## src/rtl/majority_pkg.sv

```systemverilog
// Shared definitions for the windowed majority voter.
// Provides the FSM state type, the default parameter values, and a helper
// that sizes the per-bit ones-counters and the sample index.
package majority_pkg;

    typedef enum logic {
        ACCUM = 1'b0,
        HOLD  = 1'b1
    } state_e;

    localparam int DEF_WIDTH  = 8;
    localparam int DEF_WINDOW = 3;
    localparam int DEF_THRESH = (DEF_WINDOW + 1) / 2;

    // Bits needed to count 0..window without wrapping.
    function automatic int unsigned cnt_width(input int unsigned window);
        return $clog2(window + 1);
    endfunction

endpackage

```

## src/rtl/bit_vote_counter.sv

```systemverilog
// One bit lane of the voter: counts ones seen in the current window and
// compares the running count (including the sample being accepted this
// cycle) against the threshold.
// Ports:
//   clk, rst  - clock and synchronous active-high reset
//   clr_i     - clear the counter at the next edge (abort or window complete)
//   inc_i     - an accepted sample has a 1 in this lane
//   vote_o    - count including this cycle's sample >= THRESH
module bit_vote_counter
    import majority_pkg::*;
#(
    parameter int WINDOW = DEF_WINDOW,
    parameter int THRESH = DEF_THRESH
) (
    input  logic clk,
    input  logic rst,
    input  logic clr_i,
    input  logic inc_i,
    output logic vote_o
);

    localparam int unsigned CW = cnt_width(WINDOW);

    logic [CW-1:0] cnt_q;
    logic [CW-1:0] cnt_d;
    logic [CW-1:0] cnt_inc;

    // The counter is cleared on the last sample of a window, so it never
    // exceeds WINDOW and the increment cannot wrap.
    assign cnt_inc = cnt_q + CW'(inc_i);
    assign vote_o  = (cnt_inc >= CW'(THRESH));

    always_comb begin
        cnt_d = cnt_q;
        if (clr_i) begin
            cnt_d = '0;
        end else begin
            cnt_d = cnt_inc;
        end
    end

    always_ff @(posedge clk) begin
        if (rst) begin
            cnt_q <= '0;
        end else begin
            cnt_q <= cnt_d;
        end
    end

endmodule

```

## src/rtl/majority_voter_window.sv

```systemverilog
// Windowed per-bit majority voter.
// Collects WINDOW accepted samples, then presents out_data[i] = 1 when at
// least THRESH of those samples had bit i set. The result is held until the
// consumer takes it; no new samples are accepted meanwhile.
// Ports:
//   clk, rst             - clock and synchronous active-high reset
//   in_valid/in_ready    - sample handshake, in_data is the sample word
//   abort                - discard the partial window (ignored while holding)
//   out_valid/out_ready  - result handshake, out_data is the vote result
module majority_voter_window
    import majority_pkg::*;
#(
    parameter int WIDTH  = DEF_WIDTH,
    parameter int WINDOW = DEF_WINDOW,
    parameter int THRESH = (WINDOW + 1) / 2
) (
    input  logic             clk,
    input  logic             rst,
    input  logic             in_valid,
    output logic             in_ready,
    input  logic [WIDTH-1:0] in_data,
    input  logic             abort,
    output logic             out_valid,
    input  logic             out_ready,
    output logic [WIDTH-1:0] out_data
);

    if (WIDTH < 1) begin : g_bad_width
        $error("majority_voter_window: WIDTH must be >= 1");
    end
    if (WINDOW < 1) begin : g_bad_window
        $error("majority_voter_window: WINDOW must be >= 1");
    end
    if ((THRESH < 1) || (THRESH > WINDOW)) begin : g_bad_thresh
        $error("majority_voter_window: THRESH must be in 1..WINDOW");
    end

    localparam int unsigned CW = cnt_width(WINDOW);

    state_e           state_q;
    state_e           state_d;
    logic [CW-1:0]    idx_q;
    logic [CW-1:0]    idx_d;
    logic [WIDTH-1:0] out_data_q;
    logic [WIDTH-1:0] out_data_d;
    logic [WIDTH-1:0] votes;

    logic accept;
    logic last;
    logic clr;

    assign accept = in_valid && in_ready;
    assign last   = (idx_q == CW'(WINDOW - 1));
    // Counters restart on abort in ACCUM or once the window completes.
    assign clr    = ((state_q == ACCUM) && abort) || (accept && last);

    for (genvar i = 0; i < WIDTH; i++) begin : g_lane
        bit_vote_counter #(
            .WINDOW(WINDOW),
            .THRESH(THRESH)
        ) u_cnt (
            .clk   (clk),
            .rst   (rst),
            .clr_i (clr),
            .inc_i (accept && in_data[i]),
            .vote_o(votes[i])
        );
    end

    // State register
    always_ff @(posedge clk) begin
        if (rst) begin
            state_q <= ACCUM;
        end else begin
            state_q <= state_d;
        end
    end

    // Next-state logic
    always_comb begin
        state_d = state_q;
        case (state_q)
            ACCUM:   if (accept && last) state_d = HOLD;
            HOLD:    if (out_ready)      state_d = ACCUM;
            default: state_d = ACCUM;
        endcase
    end

    // Output logic
    always_comb begin
        in_ready  = (state_q == ACCUM) && !abort;
        out_valid = (state_q == HOLD);
    end

    assign out_data = out_data_q;

    // Sample index and result register
    always_comb begin
        idx_d      = idx_q;
        out_data_d = out_data_q;
        if (clr) begin
            idx_d = '0;
        end else if (accept) begin
            idx_d = idx_q + 1'b1;
        end
        if (accept && last) begin
            out_data_d = votes;
        end
    end

    always_ff @(posedge clk) begin
        if (rst) begin
            idx_q      <= '0;
            out_data_q <= '0;
        end else begin
            idx_q      <= idx_d;
            out_data_q <= out_data_d;
        end
    end

endmodule

```

## config.mk

```make
export PLATFORM = sky130hd
export DESIGN_NAME = majority_voter_window
export DESIGN_NICKNAME = d
export VERILOG_FILES = /design/src/rtl/majority_pkg.sv /design/src/rtl/bit_vote_counter.sv /design/src/rtl/majority_voter_window.sv
export SDC_FILE = /design/constraint.sdc
export NUM_CORES = 1
export LEC_CHECK = 0
export ABC_AREA = 1
export CAP_MARGIN = 15
export CORE_MARGIN = 8
export CORE_UTILIZATION = 56
export DETAILED_ROUTE_END_ITERATION = 12
export PLACE_DENSITY = 0.95
export SLEW_MARGIN = 20
export SYNTH_ARGS = -nofsm -noshare
export SYNTH_HDL_FRONTEND = slang
export SYNTH_HIERARCHICAL = 1
export SYNTH_SLANG_ARGS = --single-unit
```

## constraint.sdc

```tcl
create_clock -name clk -period 3.1 [get_ports clk]
set_input_delay 0.62 -clock clk [delete_from_list [all_inputs] [get_ports clk]]
set_output_delay 0.62 -clock clk [all_outputs]
set_load 0.02 [all_outputs]
```

==> impl_results.md <==
* Clock power frac at 0.272
* I/O pins at 23
* Yosys top cell by area: dfxtp_1
* Worst slew pin tran at 375 ps
* Largest stage delay, worst path at 610 ps
* Hold EP: out_data[3]
* P_sw at 0.000140 W
* Worst skew pair latency at 330 ps
* Slew Limit Fails at 0
* Clk root buf: clkbuf_4
* Nets at 260
* Fillers at 192
* Post-synth EDFFs at 0
* Placer Congestion at 0.765
* Antenna violations before repair at 0
* CTS max path bufs at 2
* Fin crit period at 2430 ps
* # setup viols final at 0
* Crit path max fanout at 2
* Pleak at 0.844 nW
* Avg Inst Size Synth at 6.73 µm²
* CP cell instances: clkdlybuf4s50_1 > nor2_4 > clkdlybuf4s50_1
* Final Hold Viols at 0
* YS warnings at 6
* Chip height at 66.6 µm
* Worst Path Required at 2480 ps
* Overall power at 0.000568 W
* WS Path Type: in -> out
* Routed wire length at 2800 µm
* Routed via count at 1218
* Hold_buf cts at 0
* Fmax at 411 MHz
* Vias in the first global route at 1249
* # diodes at 0
* Nature of the critical path startpoint: input port
* DIE WIDTH at 66.6 µm
* Asr flop ratio synth at 0
* Worst clock skew at 7.61 ps
* Area delta synth->final at 19.0%
* CP max stage cell: clkdlybuf4s50_1
* Die ar. at 4430 µm²
* Syn Inst Count at 213
* RSZ-0062 raised after global routing: false
* Clk sinks at 27
* Internal at 0.000428 W
* Post-synth top cells: 68 x inv_1, 45 x nand2_1, 27 x dfxtp_1
* Most frequent cell after synthesis: inv_1
* Largest cells by area after synthesis: dfxtp_1 38%, inv_1 18%, nand2_1 12%, ha_1 7.9%, nor2_2 6.1%
* DRT antenna net count at 0
* Sequential share of power at 0.620
* Layout cells sized above 1 at 0.105
* Total grt overflow at 0
* Syn Nets at 235
* Detail Placement HPWL at 2130 µm
* # DRC at 0
* Worst Path Arrival at 1810 ps
* Hold Path Origin: out_data[3]
* Yosys top cell area share at 0.377
* R2R Path Start: out_valid
* Drt wl/cell at 10.5 µm
* Inserted Clock Buffers at 3
* Seq cells post-synth at 27
* CTS clock-pin slew for the worst setup and hold paths at 140 ps
* Max transition margin at 0.749
* Bufs and invs on worst path at 2
* Share of the cycle needed by the critical path after routing at 0.784
* Critical Path End Type: primary output
* Library cells used by synthesis at 18
* Post-CTS Setup Bufs at 0
* Setup TNS at 0 ps
* First-pass iteration count of the detailed router at 4
* Max_cap viols at 0
* Row Count at 18
* Hold Crit Depth at 4
* Final non-filler cell total at 267
* Gates resized, CTS repair at 0
* Vias per cell at 4.56
* Core area at 2450 µm²
* Mapped cell area at 1430 µm²
* Worst r2r dst: out_data[4]
* CTS tree: built
* FF/Latch Area at 541 µm²
* Reg2Reg Depth at 13
* Placed insts at 263
* First-pass GRT wire length at 4870 µm
* Post-synthesis sequential area ratio at 0.377
* Power Dens Cells at 333 nW/µm²
* Run status: completed
* Starting Density at 0.584
* Worst path top cell family by delay: buffers and inverters
* GRT Overall Usage at 0.139
* Worst reg2reg setup slack at 1360 ps
* Post-synth top flop: dfxtp_1
* H-tree Lvls at 1
* Most frequent CP cell: clkdlybuf4s50_1
* Sw Share at 0.247
* DR iter-0 viols at 39
* Port Buffers at 22
* Area of the multi-input gates at 604 µm²
* Largest net degree at the start of global routing at 16
* Min-delay worst type: reg -> reg
* Combinational share of power at 0.108
* Peak VDD IR at 0.000355 V
[layer usage]
metal,up-vias,track usage,wire [µm]
met5,-,0,0
met4,0,0.0640,42
met3,6,0.0336,139
met2,25,0.275,1510
met1,538,0.128,1110
li1,649,-,-
[registers in the layout, summed over array words and instances (netlist names)]
name	flops
g_lane.u_cnt/cnt_q	16
idx_q	2
out_data	8
out_valid	1
[through the flow]
stage                      util  hold slack [ps]  setup WS [ps]  area, µm²
final                     0.694              541            668       1700
after detailed placement  0.683              526            620       1680
after CTS                 0.694              547            662       1700
after global routing      0.694              578            635       1700
after global placement    0.683              495            670       1680
after floorplan               -              497           1480       1430
[logic make-up (layout without fill, tap and decap cells)]
family,after synthesis,count (layout),synth area share
fa+ha+maj,9,9,0.0786
simple gates,103,103,0.340
buf+inv,73,97,0.201
compound gates,1,1,0.00349
flops,27,27,0.377
[how the worst max path moves through the flow]
stage               slack, ps  depth (start not counted)  startpoint     endpoint
global route              630                          3       abort     in_ready
global placement          670                          3       abort     in_ready
floorplan                1480                         11       abort  out_data[0]
CTS                       660                          3       abort     in_ready
detailed placement        620                         14       abort  out_data[2]
finish                    670                          3       abort     in_ready
[power by group through the flow]
stage,clock (W),combinational (W),sequential [W]
after floorplan,0,0.0000339,0.000360
after global placement,0,0.0000589,0.000359
after detailed placement,0,0.0000609,0.000360
final,0.000155,0.0000614,0.000352
after global routing,0.000167,0.0000688,0.000352
after CTS,0.000156,0.0000618,0.000352
[worst reg2reg max path, stage by stage, from the launching register on]
cell and delay (ps):
dfxtp_1 430, nor2_4 40, buf_4 170, nand2_2 200, nor2_1 70, ha_1 210, inv_1 60, nand2_1 40
nand2_1 90, inv_1 50, inv_1 60, nand4_1 100, nand2_1 100, nor2_2 40
[cell type report]
type	count	share of cell area
multi-input combinational	113	0.355
inverter	69	0.152
tap	30	0.0220
timing repair buffer	24	0.138
clock inverter	1	0.00294
clock buffer	3	0.0132
sequential	27	0.317
[placed cells by master (no fill, tap or decap)]
cell type	n
buf_4	2
clkinv_2	1
clkbuf_4	3
nand4_1	8
or2_1	8
clkdlybuf4s50_1	22
or2_2	1
ha_1	9
a21oi_1	1
nor2_2	14
nand3_2	1
inv_1	68
clkinv_1	1
nand2_1	45
nand3_1	3
dfxtp_1	27
nor2_4	1
nor2_1	20
nand2_2	2
Note: power is estimated with default switching activity, not from simulation.
